<file path="config.mk">
export PLATFORM = sky130hd
export DESIGN_NAME = patbuf_arbiter
export DESIGN_NICKNAME = d
export VERILOG_FILES = /design/src/rtl/patbuf_arbiter.sv
export SDC_FILE = /design/constraint.sdc
export NUM_CORES = 1
export LEC_CHECK = 0
export BUFFER_PORTS_ARGS = -buffer_cell sky130_fd_sc_hd__buf_2
export CAP_MARGIN = 20
export CORE_ASPECT_RATIO = 0.9
export CORE_MARGIN = 2
export CORE_UTILIZATION = 36
export DETAILED_ROUTE_END_ITERATION = 12
export GPL_TIMING_DRIVEN = 0
export MAX_ROUTING_LAYER = met4
export PLACE_DENSITY_LB_ADDON = 0.12
export SLEW_MARGIN = 5
export SYNTH_ARGS = -nofsm -noshare
export SYNTH_HDL_FRONTEND = slang
export SYNTH_SLANG_ARGS = --single-unit
</file>
<file path="constraint.sdc">
create_clock -name clk -period 1.64 [get_ports clk]
set_input_delay 0.246 -clock clk [delete_from_list [all_inputs] [get_ports clk]]
set_output_delay 0.246 -clock clk [all_outputs]
set_load 0.01 [all_outputs]
</file>
<file path="src/rtl/patbuf_arbiter.sv">
// Arbiter sharing the low/high pattern buffer pair between the PAT core and a host port.
// PAT has priority; a starvation counter forces a one-cycle PAT stall so the host is always served.
module patbuf_arbiter #(
  parameter int unsigned d_width      = 8,
  parameter int unsigned bufp_width   = 3,
  parameter int unsigned fieldp_width = 5,
  parameter int unsigned starve_limit = 8,
  parameter int unsigned starve_width = 4
) (
  input  logic                                 clk,
  input  logic                                 reset,
  input  logic [bufp_width+fieldp_width-1:0]   pat_adr,
  input  logic [bufp_width+fieldp_width-1:0]   pat_wadr,
  input  logic                                 pat_rd,
  input  logic                                 pat_we_low,
  input  logic                                 pat_we_high,
  input  logic [d_width-1:0]                   pat_wdata,
  output logic [d_width-1:0]                   pat_rdata_low,
  output logic [d_width-1:0]                   pat_rdata_high,
  output logic                                 pat_stall,
  input  logic                                 host_req,
  input  logic                                 host_we,
  input  logic                                 host_sel,
  input  logic [bufp_width+fieldp_width-1:0]   host_adr,
  input  logic [d_width-1:0]                   host_wdata,
  output logic                                 host_gnt,
  output logic                                 host_rvalid,
  output logic [d_width-1:0]                   host_rdata,
  output logic [bufp_width+fieldp_width-1:0]   mem_adr,
  output logic [bufp_width+fieldp_width-1:0]   mem_wadr,
  output logic                                 mem_we_low,
  output logic                                 mem_we_high,
  output logic [d_width-1:0]                   mem_wdata,
  input  logic [d_width-1:0]                   mem_rdata_low,
  input  logic [d_width-1:0]                   mem_rdata_high
);

  localparam logic [starve_width-1:0] STARVE_LAST = starve_width'(starve_limit - 1);

  typedef enum logic {
    ST_PAT,
    ST_FORCE
  } state_t;

  state_t                  state;
  logic [starve_width-1:0] starve_cnt;
  logic                    pat_act;
  logic                    host_own;
  logic                    host_rd_gnt;

  // Ownership is decided from live inputs plus registered state; reset blocks any grant.
  always_comb begin
    pat_act     = pat_rd | pat_we_low | pat_we_high;
    host_own    = ~reset & host_req & ((state == ST_FORCE) | ~pat_act);
    host_rd_gnt = host_own & ~host_we;
    host_gnt    = host_own;
    pat_stall   = ~reset & (state == ST_FORCE) & host_req & pat_act;
  end

  always_comb begin
    mem_adr     = pat_adr;
    mem_wadr    = pat_wadr;
    mem_wdata   = pat_wdata;
    mem_we_low  = '0;
    mem_we_high = '0;
    if (host_own) begin
      mem_adr     = host_adr;
      mem_wadr    = host_adr;
      mem_wdata   = host_wdata;
      mem_we_low  = host_we & ~host_sel;
      mem_we_high = host_we & host_sel;
    end else if (!reset) begin
      mem_we_low  = pat_we_low;
      mem_we_high = pat_we_high;
    end
  end

  assign pat_rdata_low  = mem_rdata_low;
  assign pat_rdata_high = mem_rdata_high;

  always_ff @(posedge clk) begin
    if (reset) begin
      state       <= ST_PAT;
      starve_cnt  <= '0;
      host_rvalid <= 1'b0;
      host_rdata  <= '0;
    end else begin
      host_rvalid <= host_rd_gnt;
      if (host_rd_gnt) begin
        host_rdata <= host_sel ? mem_rdata_high : mem_rdata_low;
      end
      case (state)
        ST_PAT: begin
          if (host_req && pat_act) begin
            starve_cnt <= starve_cnt + 1'b1;
            // Comparing the pre-increment count gives exactly starve_limit denied cycles.
            if (starve_cnt == STARVE_LAST) begin
              state <= ST_FORCE;
            end
          end else begin
            starve_cnt <= '0;
          end
        end
        ST_FORCE: begin
          starve_cnt <= '0;
          state      <= ST_PAT;
        end
        default: begin
          starve_cnt <= '0;
          state      <= ST_PAT;
        end
      endcase
    end
  end

endmodule

</file>
# Yosys cells after proc, flatten, opt, wreduce, memory -nomap -nowiden
# Index checks and enable logic that the tools add are counted.
# totals
romBits	0
inputBits	64
mem_count	0
register_bits	14
latchBits	0
ram_bits	0
# op_classes
muxes	13
reduce_logical	1
eq_ne	1
n_lt_le_gt_ge	0
n_addsub	1
div_mod_pow	0
n_bitwise	16
shifts	0
mul	0
# op_table
operator	count
8-bit two-way mux	4
1-bit bitwise AND	8
4-bit case mux with 2 select lines	1
1-bit two-way mux	6
1-bit NOT	5
4-bit by 1-bit adder with 4-bit output (second input constant)	1
4-bit by 3-bit == test with 1-bit output (second input constant)	1
4-bit two-way mux	1
1-bit OR	3
1-bit case mux with 2 select lines	1
1-bit logical AND	1

# Depth between registers and ports, before layout
# depth
word_depth	6
depth_mapped	5
depth_no_buf	3

# Worst setup path after synthesis
# Ideal clock, no wire load.
# synth_timing
path_type	register -> output
start	reg state
end	out mem_adr[0]
arrival_ns	1.299
n_path_buf	1
path_stages_with_launch	4
required_ns	1.394
path_slack_ns	0.095
path_cell_list	dfxtp_1 -> o21ai_2 -> buf_2 -> mux2_1
# synth_between
elab_chain_cells	3
# synth_rtl
item	line_no	source
from (decl)	45	state_t state;
from (signal assigned)	83	state <= ST_PAT;
from (signal assigned)	98	state <= ST_FORCE;
from (signal assigned)	106	state <= ST_PAT;
1-bit OR	54	host_own = ~reset & host_req & ((state == ST_FORCE) | ~pat_act);
1-bit bitwise AND	54	
8-bit two-way mux	66	if (host_own) begin
to (decl)	29	output logic [bufp_width+fieldp_width-1:0] mem_adr,
# No other way between the ends.

# Worst setup path after layout
# layout_timing
start	reg state
end	out mem_wdata[2]
# layout_between
elab_chain_cells	3
# layout_rtl
item	line_no	source
1-bit OR	54	
1-bit bitwise AND	54	
8-bit two-way mux	66	
to (decl)	33	output logic [d_width-1:0] mem_wdata,
# No other way between the ends.

==> flow_summary.toml <==
[synth]
synth-xor-area-share_pct = 1.51
synth_cell_types = 27
syn-cell-area_sq_um = 1160
synth_top_family_by_area = "multiplexers"
post_synth_and_or_nand_nor_area_fraction_pct = 7.66
yosysWarnings = 0
synth_mux_area_share_pct = 32.8
synth_nets = 186
synth_edf_count = 0
ys_seq_area_share_pct = 24.2
avgSynthCellArea_sq_um = 9.59
synth_ff_type = "dfxtp_1"
async_flop_share_pct = 0
netlist_instances = 121
ys_ff_latch = 14
synthAdderAreaFrac_pct = 1.08
synth-compound-area-share_pct = 15.2

[route]
routed_wl_microns = 3400
viasPerCell = 4.43
firstDrtPassIters = 3
wl_per_cell_microns = 12.1
final_antenna_net_count = 0
num_vias = 1249
drt_iter0_drc = 11
drc_errors = 0

[clock_network]
cts_max_path_buffers = 2
insertion_delay_ns = 0.27
cts-root-buf = "clkbuf_4"
h-tree-depth = 1
cts_tree = "built"
numCtsBuffers = 3
clkSinkCount = 14
cts.clk_slew.worst_paths_ns = 0.08

[final_layout]
final_cell_area_sq_um = 1940
multi_input_area_sq_um = 722
n_antenna_cell = 0
layout.area.seq_sq_um = 282
layout-drive-gt1-share_pct = 71.3
area_growth_pct = 67.2
final_common_cell = "buf_2"
fillers = 267
final_cell_mix = "buf_2, buf_4, mux2_1, dfxtp_1, buf_6"
layout.nets = 307
final_core_util_pct = 63.2

[worst_setup_path]
arrival_ns = 1.46
startpoint_type = "flop"
crit_buf_inv = 2
path_cells = "o21ai_4, buf_6, mux2_1, buf_2"
reg2reg_slack_ns = 0.34
worst-path-stages = 4
required_ns = 1.39
max_stage_delay_ns = 0.34
critical-path-top-delay-family = "flip-flops"
critPathKind = "flop to output pin"
cp-startpoint = "state$_SDFF_PP0_"
crit_path_end = "mem_wdata[2]"
ff2ff_path_depth = 4
critPathCaptureType = "output pin"
timing.rr.end = "host_rdata[3]$_SDFFE_PP0P_"
critPathMaxFanout = 10
r2r_start = "state$_SDFF_PP0_"
cp_slowest_cell = "dfxtp_2"

[die]
ios = 117
die_y_microns = 57.9
die_w_microns = 63.8
rows = 19
start_util_pct = 37.8
dieArea_sq_um = 3690
core-area_sq_um = 3070

[placed_design]
portBuffers = 115
dp_hpwl_microns = 2670
gp_congestion = 0.785
dpl_cell_area_sq_um = 1790

[timing]
fin_skew_ns = 0.000515
layout_min_cycle_time_ns = 1.70
slew_viol_final = 0
rsz0062_at_grt = "true"
hold_viol = 0
fin_tns_setup_ns = -0.961
slew-limit-headroom_pct = 63.2
setup_ws_ns = -0.0627
tightest_slew_ns = 0.552
max_freq_ghz = 0.587
fin_crit_sh_pct = 104
finalSetupViolCount = 24

[outcome]
status = "complete, but fails checks"
violations = "negative setup slack"

[global_route]
grt_max_degree = 11
overflow = 0
grt_pass1_vias = 1145
grt_antenna_before_repair = 0
track_usage_pct = 19.0
grt_pass1_wl_microns = 5390

[pwr]
total_leakage_power_nw = 1.02
p_per_area_nw_per_um2 = 443
ir_worst_vdd_mv = 0.459

[job]
maxCapViolCount = 0

[min_path]
hold_class = "primary input to flop"
## how the worst min path moves through the flow
stage	end	cells past startpoint	from
2_1_floorplan	state$_SDFF_PP0_	1	starve_cnt[3]$_SDFF_PP0_
6_report	starve_cnt[1]$_SDFF_PP0_	4	reset
3_5_place_dp	state$_SDFF_PP0_	1	starve_cnt[3]$_SDFF_PP0_
5_1_grt	host_rdata[6]$_SDFFE_PP0P_	3	reset
4_1_cts	starve_cnt[1]$_SDFF_PP0_	4	reset
3_3_place_gp	starve_cnt[0]$_SDFF_PP0_	1	starve_cnt[0]$_SDFF_PP0_
## per-layer routing
layer,global-route usage [%],vias to the layer above,routed length (microns)
met5,-,-,0
met2,32.6,46,1680
met4,4.04,0,35
li1,-,653,-
met3,5.24,4,192
met1,22.2,546,1500
## worst register-to-register path: stages, from the launching register on
cell	delay [ns]
dfxtp_2	0.37
clkinv_1	0.26
a21o_1	0.25
buf_6	0.15
a211oi_2	0.21
## cells in the mapped netlist (3+ instances only)
cell,n,area (sq um)
mux2_1,24,270
buf_4,16,120
dfxtp_1,14,280
inv_1,9,33.8
a211oi_1,8,60.1
a211oi_2,8,100
mux2_2,8,90.1
buf_2,4,20.0
nor2_1,4,15.0
nand2b_1,3,18.8
## registers in the layout, indices dropped and copies added (netlist names)
register	cells
host_rdata	8
starve_cnt	4
host_rvalid	1
state	1
## cells by family after synthesis
kind of cell,count (synthesis)
adder cells (fa/ha/maj),1
XOR/XNOR,2
flip-flops,14
buffers and inverters,35
multiplexers,34
AO/OA/AOI/OAI,18
AND/OR/NAND/NOR,17
## final cells by class
class / count / share of cell area [%]
Multi-Input combinational cell: 72 / 37.2
Timing Repair Buffer: 117 / 33.2
Sequential cell: 14 / 14.5
Buffer: 22 / 8.84
Tap cell: 42 / 2.71
Inverter: 12 / 2.32
Clock buffer: 3 / 1.16
## where the power goes
part / internal, W / switching, W
clock: 0.0000849 / 0.000101
combinational: 0.000190 / 0.000136
sequential: 0.000345 / 0.00000268
## stage by stage
stage | setup slack, ns | instances | hold slack, ns | power, W
floorplan | 0.0949 | 121 | 0.417 | 0.000501
global placement | -0.215 | 278 | 0.435 | 0.000644
detailed placement | -0.209 | 278 | 0.438 | 0.000648
CTS | -0.0518 | 283 | 0.423 | 0.000867
global route | -0.135 | 282 | 0.424 | 0.000916
finish | -0.0627 | 282 | 0.428 | 0.000859
## what timing repair did
action / CTS / global route
pin swaps: 1 / 0
hold buffers: 0 / 0
endpoints found under the setup margin: 27 / 27
hold endpoints to repair: 0 / 0
setup buffers: 2 / 0
resized for setup: 24 / 2
Note: power is estimated with default switching activity, not from simulation.
